===== src/rtl/hazard_ctrl.sv =====
// hazard_ctrl: load-use stall, EX forwarding and flush bubbles from EX/MEM/WB destination tags
//
// Ports:
//   clk                     core clock, all state updates on the rising edge
//   reset                   asynchronous active-low reset, clears all tracked state
//   id_valid                instruction present in ID
//   id_rs1, id_rs2          ID source register indices
//   id_rs1_used/_rs2_used   ID instruction really reads that source
//   id_rd, id_rd_we         ID destination index and its write enable
//   id_is_load              ID instruction is a load
//   ex_flush                taken branch/jump resolved in EX, kill the ID instruction
//   stall                   hold PC and IF/ID this cycle
//   fwd_a, fwd_b            EX operand select: 00 regfile, 01 MEM result, 10 WB result
//   wb_rd, wb_we            register file write index and enable
//   stall_count             saturating count of stall cycles
module hazard_ctrl #(
    parameter int CNT_W = 16
) (
    input  logic             clk,
    input  logic             reset,
    input  logic             id_valid,
    input  logic [4:0]       id_rs1,
    input  logic [4:0]       id_rs2,
    input  logic             id_rs1_used,
    input  logic             id_rs2_used,
    input  logic [4:0]       id_rd,
    input  logic             id_rd_we,
    input  logic             id_is_load,
    input  logic             ex_flush,
    output logic             stall,
    output logic [1:0]       fwd_a,
    output logic [1:0]       fwd_b,
    output logic [4:0]       wb_rd,
    output logic             wb_we,
    output logic [CNT_W-1:0] stall_count
);

    typedef struct packed {
        logic       v;
        logic       we;
        logic       ld;
        logic [4:0] rd;
    } tag_t;

    // EX also keeps its sources so forwarding can be resolved there
    typedef struct packed {
        tag_t       t;
        logic [4:0] rs1;
        logic [4:0] rs2;
        logic       u1;
        logic       u2;
    } ex_t;

    ex_t              ex_q, ex_d;
    tag_t             mem_q, mem_d;
    tag_t             wb_q, wb_d;
    logic [CNT_W-1:0] stall_count_q, stall_count_d;

    logic mem_wr, wb_wr, ex_ld_wr, take;

    always_comb begin
        // x0 never counts as a producer
        mem_wr   = mem_q.v && mem_q.we && mem_q.rd != 5'd0;
        wb_wr    = wb_q.v && wb_q.we && wb_q.rd != 5'd0;
        ex_ld_wr = ex_q.t.v && ex_q.t.ld && ex_q.t.we && ex_q.t.rd != 5'd0;
        // a flush kills the consumer, so it overrides the load-use stall
        stall = id_valid && !ex_flush && ex_ld_wr &&
                ((id_rs1_used && id_rs1 == ex_q.t.rd) || (id_rs2_used && id_rs2 == ex_q.t.rd));
        // MEM checked first: the youngest producer wins
        fwd_a = (mem_wr && ex_q.u1 && mem_q.rd == ex_q.rs1) ? 2'b01 :
                (wb_wr  && ex_q.u1 && wb_q.rd  == ex_q.rs1) ? 2'b10 : 2'b00;
        fwd_b = (mem_wr && ex_q.u2 && mem_q.rd == ex_q.rs2) ? 2'b01 :
                (wb_wr  && ex_q.u2 && wb_q.rd  == ex_q.rs2) ? 2'b10 : 2'b00;
        wb_rd = wb_q.v ? wb_q.rd : 5'd0;
        wb_we = wb_wr;
        // stall or flush puts an all-zero bubble into EX
        take      = !stall && !ex_flush;
        ex_d      = '0;
        ex_d.t.v  = take && id_valid;
        ex_d.t.we = take && id_rd_we;
        ex_d.t.ld = take && id_is_load;
        ex_d.t.rd = take ? id_rd : 5'd0;
        ex_d.rs1  = take ? id_rs1 : 5'd0;
        ex_d.rs2  = take ? id_rs2 : 5'd0;
        ex_d.u1   = take && id_rs1_used;
        ex_d.u2   = take && id_rs2_used;
        mem_d     = ex_q.t;
        wb_d      = mem_q;
        stall_count_d = (stall && stall_count_q != {CNT_W{1'b1}}) ?
                        stall_count_q + CNT_W'(1) : stall_count_q;
        stall_count = stall_count_q;
    end

    always_ff @(posedge clk or negedge reset) begin
        if (!reset) begin
            ex_q          <= '0;
            mem_q         <= '0;
            wb_q          <= '0;
            stall_count_q <= '0;
        end else begin
            ex_q          <= ex_d;
            mem_q         <= mem_d;
            wb_q          <= wb_d;
            stall_count_q <= stall_count_d;
        end
    end

endmodule


===== config.mk =====
export PLATFORM = sky130hd
export DESIGN_NAME = hazard_ctrl
export DESIGN_NICKNAME = d
export VERILOG_FILES = /design/src/rtl/hazard_ctrl.sv
export SDC_FILE = /design/constraint.sdc
export NUM_CORES = 1
export LEC_CHECK = 0
export ABC_CLOCK_PERIOD_IN_PS = 4600
export CAP_MARGIN = 20
export CORE_MARGIN = 3
export CORE_UTILIZATION = 50
export DETAILED_ROUTE_END_ITERATION = 16
export GPL_ROUTABILITY_DRIVEN = 1
export PLACE_DENSITY = 0.79
export REMOVE_ABC_BUFFERS = 1
export SYNTH_ARGS = -nofsm -noshare
export SYNTH_HDL_FRONTEND = slang
export SYNTH_SLANG_ARGS = --single-unit

===== constraint.sdc =====
create_clock -name clk -period 4.6 [get_ports clk]
set_input_delay 1.38 -clock clk [delete_from_list [all_inputs] [get_ports clk]]
set_output_delay 1.38 -clock clk [all_outputs]
set_load 0.05 [all_outputs]

# Word level (Yosys, flattened, before mapping)
# Index checks and enable logic that the tools add are counted.
# word_totals
ff_bits,50
word_cells,64
# classes
add_sub_neg,1
n_mux,8
eq_ne,7
reduce_logical,33
# ops
op,n
$eq A5 B5 Y1,6
$logic_and A1 B1 Y1,27
$mux W5,4
$add A16 B1 Y16 const B,1
$ne A16 B16 Y1 const B,1
$reduce_bool A5 Y1,3
$mux W2,4
$logic_not A1 Y1,2
$logic_or A1 B1 Y1,1

# Longest topological paths before layout
# Gate-level depths: netlist (run 1).
# logic_depth
word_depth,8
depth_mapped,8

# Worst setup path after synthesis (run 1)
# OpenSTA, ideal clock, no wires.
# synth_timing
kind,in2out
start,input id_rs1[0]
end,output stall
t_required_ns,3.220
slack_ns,0.789
arrival_time_ns,2.431
cell_stages,4
path_cell_list,xnor2_1 -> nand4_1 -> o22ai_2 -> and2_1
# synth_via
elab_chain_cells,4
# synth_rtl
element,line,source
from (decl),22,"input logic [4:0] id_rs1,"
$eq A5 B5 Y1,68,((id_rs1_used && id_rs1 == ex_q.t.rd) || (id_rs2_used && id_rs2 == ex_q.t.rd));
$logic_and A1 B1 Y1,68,
$logic_or A1 B1 Y1,68,
$logic_and A1 B1 Y1,67,stall = id_valid && !ex_flush && ex_ld_wr &&
to (decl),30,"output logic stall,"
# Every way passes these cells.

# Final worst setup path (run 1)
# layout_timing
start,input ex_flush
end,output stall
# layout_via
elab_chain_cells,4
# layout_rtl
element,line,source
from (decl),29,"input logic ex_flush,"
$logic_not A1 Y1,67,
$logic_and A1 B1 Y1 (3 in a row),67,
# Every way passes these cells.

==> run summary, run 1 <==
Share of final-layout standard cells stronger than drive strength 1: 0.0741. Using the TritonRoute via totals, the vias-per-cell ratio works out to 5.21. The run gives 187 as the cell count after synthesis.

The flow ran to the end, and the final reports show no timing, DRC or antenna violations. The most congested layer reported by global routing was met2. The peak per-stage delay on the critical path is 470 ps.

Yosys mapped a number of flops with a built-in enable equal to 0. The final layout contains 266 nets. The area share of the largest cell type after synthesis was 0.558. The internal power of the cells totals 659 uW.

Summing over every cut layer, the via total after detailed routing is 1527. The I/O pin count was 50; the number of buffer cells added on primary ports was 49. Portion of the clock cycle consumed by the worst path in the final layout: 0.897. Ranked by total cell area, the synthesized netlist is headed by dfrtp_1 56%, xnor2_1 14%, and2_1 7.5%, nand4_1 4.2%, xor2_1 3.5%. The largest driver fanout on the critical path is 3, and the number of distinct library cells after synthesis is 28.

For this design the total switching power over the nets is 192 uW. Hold repair after CTS inserted 0 buffers. The die covers 0.00532 mm^2. For this run, the top clock speed supported by timing is 242 MHz. The max-slew violation count was 0.

The largest individual stage delay along the critical path comes from the cell clkdlybuf4s50_1. At the worst endpoint, the arrival time is 2740 ps. The register clock-pin slew on the reported worst setup and hold paths was 90 ps.

From left edge to right edge, the die measures 73.0 um. The core region is 0.00417 mm^2. The first-pass GRT wire length is 7.29 mm, and the total routed wirelength is 4.19 mm.

Kind of critical path: input pin to output pin. The count of cells in the finished layout, fillers not included, comes to 293. The met2 usage was 0.264. The static leakage power was 0.00126 uW; the final critical delay including setup and external delays was 4120 ps. In the final routed layout, each cell accounts on average for 14.3 um.

The tools report the worst max-slew margin expressed relative to the limit as 0.666. The count of yosys warnings during synthesis was 0; the global-route usage over all layers was 0.179. The clock tree root driver cell is clkbuf_8. For the number of optimization iterations in the first detailed-route pass, the log shows 4. Hold timing on the final database bottoms out at a slack of 383 ps. The cell type with the highest aggregate area in the netlist was dfrtp_1. Summing every instance area after synthesis gives 0.00224 mm^2. For the fraction of met3 tracks used by global routing, the log shows 0.0455. For the worst setup path, the data required time is 3220 ps.

The run gives 0.094 as the combinational share of power. Initial antenna violation count: 0. Clock tree synthesis found a total of 50 sinks. Setup repair after global routing left no endpoint under its margin. Detailed placement finished with a half-perimeter wire length of 3.21 mm. The tools report the source-to-sink clock delay at the later pin of the worst-skew pair as 300 ps. Counting flops and latches in the post-synthesis netlist gives 50. The switching share of total power works out to 0.225.

The path category of the worst min-delay check is flop to flop. The number of hold violations in the final report is 0. The y dimension of the die is 73.0 um. The number of diodes added for antenna fixing came out at 0. The proportion of power drawn by the clock network was 0.352; the power density over the cells was 292 mW/mm^2.

Across the routed clock network, the largest skew measured is 2.55 ps. The maximum number of pins on one net before global-route repair is 51. The async set-reset flop share out of synthesis is 1.00, and the global placement routability congestion is 0.857. Counting the buffers created by CTS gives 5. The placed instances occupy a cell area of 0.00279 mm^2. Summed over all failing endpoints, the final setup total negative slack is 0 ps. For the part of the power in registers, the log shows 0.554. For this run, design rule violations remaining after detail routing come to 0. Across the run, the number of max-cap violations was 0. After detailed placement, the design holds a cell count of 284. The final antenna-violating net count was 0. In the synthesized netlist the dominant register cell turns out to be dfrtp_1. The run gives 0.537 as the initial standard-cell utilization of the core. STA classifies the critical path endpoint as an output pin. For the count of endpoints failing setup in the final report, the log shows 0. The logs give 114 for the initial DRC count and 0.558 for the proportion of synthesized chip area in sequential cells. STA classifies the critical path startpoint as an input pin.

The peak supply drop was 151 uV. The tools report the CTS H-tree depth as 2. The transition time at the pin with the least slew margin was 499 ps; the row count was 23. The run gives 2 as the maximum clock path buffer count. The mean instance size in the synthesized netlist came out at 12.0 um^2. Walking the worst path, the cells encountered are clkdlybuf4s50_1, and4b_1, o211ai_2, inv_2, and2_1, buf_12. The residual overflow from global routing was 0; the number of buffers inserted to repair setup after CTS was 0. Compared with the post-synthesis result, the final layout area differs by 30.2%. TritonCTS built the clock tree. The via count of the first global-routing pass was 1491; the global-route track usage on met1 was 0.256.

Number of instances resized during post-cts repair: 0. For the area of all placed cells without fillers, the log shows 0.00292 mm^2.
## state kept, by name, indices dropped and copies added, names as in the netlist
register,cells
stall_count,16
mem_q,7
ex_q,20
wb_q,7
## final timing paths
kind / startpoint / to / slack, ps / cells after the start
max: ex_flush / stall / 480 / 6
min: mem_q[6] / wb_q[6] / 380 / 0
max reg2reg: stall_count[0] / stall_count[1] / 2500 / 7
min reg2reg: mem_q[6] / wb_q[6] / 380 / 0
max in group asynchronous: reset / wb_q[4] / 3180 / 2
min in group asynchronous: reset / ex_q[16] / 950 / 1
## cell usage after synthesis, types with 2 or more instances
cell / instances
and2_1: 27
xor2_1: 9
nor3b_1: 2
nor3_1: 2
xnor2_1: 36
and4b_1: 2
nor4_1: 2
dfrtp_1: 50
nand3_1: 8
nand4_1: 15
and4_1: 2
nand2_1: 5
or4_1: 2
and3_1: 7
nor2_1: 4
buf_2: 2
## power by group through the flow
stage | registers (uW) | clock network, uW | logic (uW)
6_report | 471 | 300 | 80.0
2_1_floorplan | 476 | 0 | 41.8
3_5_place_dp | 480 | 0 | 79.3
4_1_cts | 471 | 305 | 79.5
3_3_place_gp | 480 | 0 | 78.1
5_1_grt | 474 | 323 | 89.2
## kinds of logic after synthesis
group	count (synthesis)	synth area share
buf+inv	5	0.0128
fa+ha+maj	1	0.00558
compound gates	5	0.0262
simple gates	80	0.217
mux	1	0.00502
flops	50	0.558
xor+xnor	45	0.176
## cells in the final DEF (no fill, tap or decap), drive strengths merged, types with 4 or more instances in the layout
master / n
buf: 5
and2: 27
dfrtp: 50
xnor2: 36
nand4: 15
and3: 7
clkdlybuf4s50: 47
xor2: 9
nand2: 5
nor2: 4
nand3: 8
clkbuf: 5
## worst max-delay path, delay by kind of cell
kind | cells | cell delay [ps]
compound gates | 1 | 130
buf+inv | 3 | 740
simple gates | 2 | 490
## per-stage QoR
step / setup WS, ps / total power [uW] / utilization
final: 475 / 851 / 0.700
after global routing: 354 / 886 / 0.700
after CTS: 463 / 856 / 0.695
after detailed placement: 475 / 560 / 0.669
after global placement: 498 / 558 / 0.669
after floorplan: 600 / 517 / -
## metal layers
layer  vias up  share of wire
met1       728           0.47
met4         0          0.017
met3         9          0.042
met5         -              0
li1        754              -
met2        36           0.47
## area by class of cell
type | instances | area, um^2
Clock buffer | 5 | 68.8
Multi-Input combinational cell | 132 | 962
Inverter | 1 | 3.75
Tap cell | 50 | 62.6
Timing Repair Buffer | 52 | 531
Clock inverter | 3 | 40.0
Fill cell | 315 | 1250
Sequential cell | 50 | 1250
(Power assumes the default switching activity.)
==> run 2: changes to the inputs <==
--- a/config.mk
+++ b/config.mk
@@ -12,6 +12,7 @@
 export DETAILED_ROUTE_END_ITERATION = 16
 export GPL_ROUTABILITY_DRIVEN = 1
 export PLACE_DENSITY = 0.79
+export RECOVER_POWER = 25
 export REMOVE_ABC_BUFFERS = 1
 export SYNTH_ARGS = -nofsm -noshare
 export SYNTH_HDL_FRONTEND = slang
==> run 2 against run 1 <==
Against the previous run: the flow now finishes with violations (capacitance limit, slew limit); sequential cell count did not move; combinational power shrank 2.5%; clock skew is essentially flat; utilization fell by 0.42 points; total power down 0.30%; sequential power hardly changed; worst setup slack hardly changed; clock power hardly changed; critical endpoint unchanged; largest cell class unchanged.
==> run summary, run 2 (synthesized netlist as in run 1, its figures left out) <==
Number of buffer cells added on primary ports: 49 (unchanged). The initial antenna violation count came out at 0 (unchanged). I/O pin count: 50 (unchanged). CP cell instances: clkdlybuf4s50_1, and4b_1, o211ai_2, inv_2, and2_1, buf_12 (unchanged).

Most frequent standard cell in the layout excluding fill and tap cells: dfrtp_1 (unchanged). Area growth from synthesis to layout: 29.4% (was 30.2%). The worst path arrival time is 2740 ps (about the same).

Setup repair after global routing left no endpoint under its margin. The category of the worst setup path launch point was an input pin (unchanged). The clock tree root driver cell was clkbuf_8 (unchanged). Source-to-sink clock delay at the later pin of the worst-skew pair: 300 ps (about the same). Most frequent cells in the layout: 50 x dfrtp_1, 47 x clkdlybuf4s50_1, 36 x xnor2_1 (unchanged). The flip-flop count of the largest register, all copies and words added is 20 (unchanged), and the overall die area is 0.00532 mm^2 (unchanged). The post-route core utilization was 0.695 (was 0.700).

The number of hold buffers added after CTS came out at 0 (unchanged). The number of buffers inserted to repair setup after CTS is 0 (unchanged), and the horizontal die dimension is 73.0 um (unchanged). The initial DRC count was 129 (was 114); the global-route usage over all layers was 0.179 (unchanged). The logs give 1519 (was 1527) for the total number of vias and 0 (unchanged) for the count of endpoints failing setup in the final report. The final antenna-violating net count is 0 (unchanged), and the share of final-layout standard cells stronger than drive strength 1 is 0.0658 (was 0.0741). The placeable core region was 0.00417 mm^2 (unchanged). The run finished, with violations left.

The family of cells with the greatest summed delay on the critical path is buffers and inverters (unchanged). The tools report the static leakage power as 0.00125 uW (was 0.00126 uW). The setup clock skew after layout is 2.86 ps (was 2.55 ps).

Path category of the worst min-delay check: flop to flop (unchanged). The run gives 1 (was 0) as the reported max-cap violation count. The detailed-placement wirelength estimate is 3.21 mm (unchanged), and the CTS H-tree depth is 2 (unchanged). Highest-delay cell along the critical path: clkdlybuf4s50_1 (unchanged). The net count reported at finish was 266 (unchanged). The register clock-pin slew on the reported worst setup and hold paths works out to 90 ps (about the same). The transition time at the pin with the least slew margin came out at 1930 ps (was 499 ps). The count of buffering cells on the critical path with inverters included is 3 (unchanged), and the final critical delay including setup and external delays is 4120 ps (about the same). The tools report the number of CTS-inserted buffers as 5 (unchanged). The tools report the number of hold violations in the final report as 0 (unchanged). The type of destination of the critical path is an output pin (unchanged). The run gives -0.287 (was 0.666) as the worst max-slew margin expressed relative to the limit. For the peak supply drop, the log shows 151 uV (about the same). Kind of critical path: input pin to output pin (unchanged). The portion of the clock cycle consumed by the worst path in the final layout is 0.897 (about the same), and the number of optimization iterations in the first detailed-route pass is 4 (unchanged). The y dimension of the die is 73.0 um (unchanged), and the critical path required time is 3220 ps (about the same). Detail-routed net length per standard cell: 14.3 um (about the same).

The global placement routability congestion was 0.857 (unchanged). The maximum operating frequency came out at 242 MHz (about the same). Area occupied by multi-input gates: 962 um^2 (unchanged). For the footprint of the flip-flops and latches, the log shows 0.00125 mm^2 (unchanged). The total negative slack is 0 ps (unchanged).

For the maximum clock path buffer count, the log shows 2 (unchanged). The run gives 0 (unchanged) as the residual overflow from global routing. The logs give 1491 (unchanged) for the via count of the first global-routing pass and 51 (unchanged) for the maximum number of pins on one net before global-route repair. For the max-slew violation count, the log shows 40 (was 0). For the initial standard-cell utilization of the core, the log shows 0.537 (unchanged).

The register with the most flip-flops is ex_q (unchanged). First-pass GRT wire length: 7.29 mm (unchanged). Number of instances resized during post-cts repair: 0 (unchanged).

The final reports fail on capacitance limit, slew limit. Number of filler cells placed in the layout: 317 (was 315). Via count normalized by instance count: 5.18 (was 5.21). The tools report the row count as 23 (unchanged). Largest driver fanout on the critical path: 3 (unchanged). The power density over the cells is 292 mW/mm^2 (about the same), and the cell area after placement is 0.00279 mm^2 (unchanged).

The peak per-stage delay on the critical path is 470 ps (about the same), and the area of all placed cells without fillers is 0.00290 mm^2 (was 0.00292 mm^2). The count of clock tree sinks came out at 50 (unchanged). The run gives 0 (unchanged) as the final routed DRC violation total. TritonCTS built the clock tree.

The tools report the tightest hold margin as 383 ps (about the same). The total routed wirelength was 4.18 mm (was 4.19 mm); the overall power after layout was 848 uW (was 851 uW). The number of diodes added for antenna fixing was 0 (unchanged).
## run 2: worst paths after layout
path	startpoint	to	slack [ps]	depth (start not counted)
setup / recovery	ex_flush	stall	480	6
hold reg to reg	mem_q[6]	wb_q[6]	380	0
hold / removal	mem_q[6]	wb_q[6]	380	0
min in group asynchronous	reset	ex_q[12]	1050	1
max in group asynchronous	reset	stall_count[11]	1350	2
setup reg to reg	stall_count[0]	stall_count[1]	2500	7
## run 2: area by class of cell
class | instances | share of cell area
clock buffers | 5 | 0.0237
well taps | 50 | 0.0216
repair buffers | 52 | 0.177
clock inverters | 3 | 0.0138
flip-flops and latches | 50 | 0.431
inverters | 1 | 0.00129
multi-input cells | 132 | 0.332
## run 2: worst reg2reg max path, stage by stage (launching register included)
cell and delay, ps:
dfrtp_1 410, ha_1 180, and3_1 300, nor4b_1 380
nor2_1 80, buf_4 190, nand2_1 120, mux2_2 340
## run 2: routing by layer
| layer | global-route usage | vias to the layer above | routed length, um | part of all wire |
|---|---|---|---|---|
| met2 | 0.264 | 32 | 1960 | 0.47 |
| met4 | 0.0656 | 0 | 73 | 0.017 |
| met1 | 0.256 | 724 | 1980 | 0.47 |
| li1 | - | 754 | - | - |
| met5 | 0 | - | 0 | 0 |
| met3 | 0.0455 | 9 | 163 | 0.039 |
## run 2: through the flow
step / cells / setup WS, ps
after floorplan: 183 / 600
after global placement: 284 / 498
after detailed placement: 284 / 475
after CTS: 292 / 463
after global routing: 293 / 354
final: 293 / 475
## run 2: power by group
group	leakage, uW	internal [uW]	switching [uW]	total [uW]
Combinational	0.000532	43.3	34.8	78.0
Sequential	0.000662	454	16.8	471
Clock	0.0000579	160	139	299
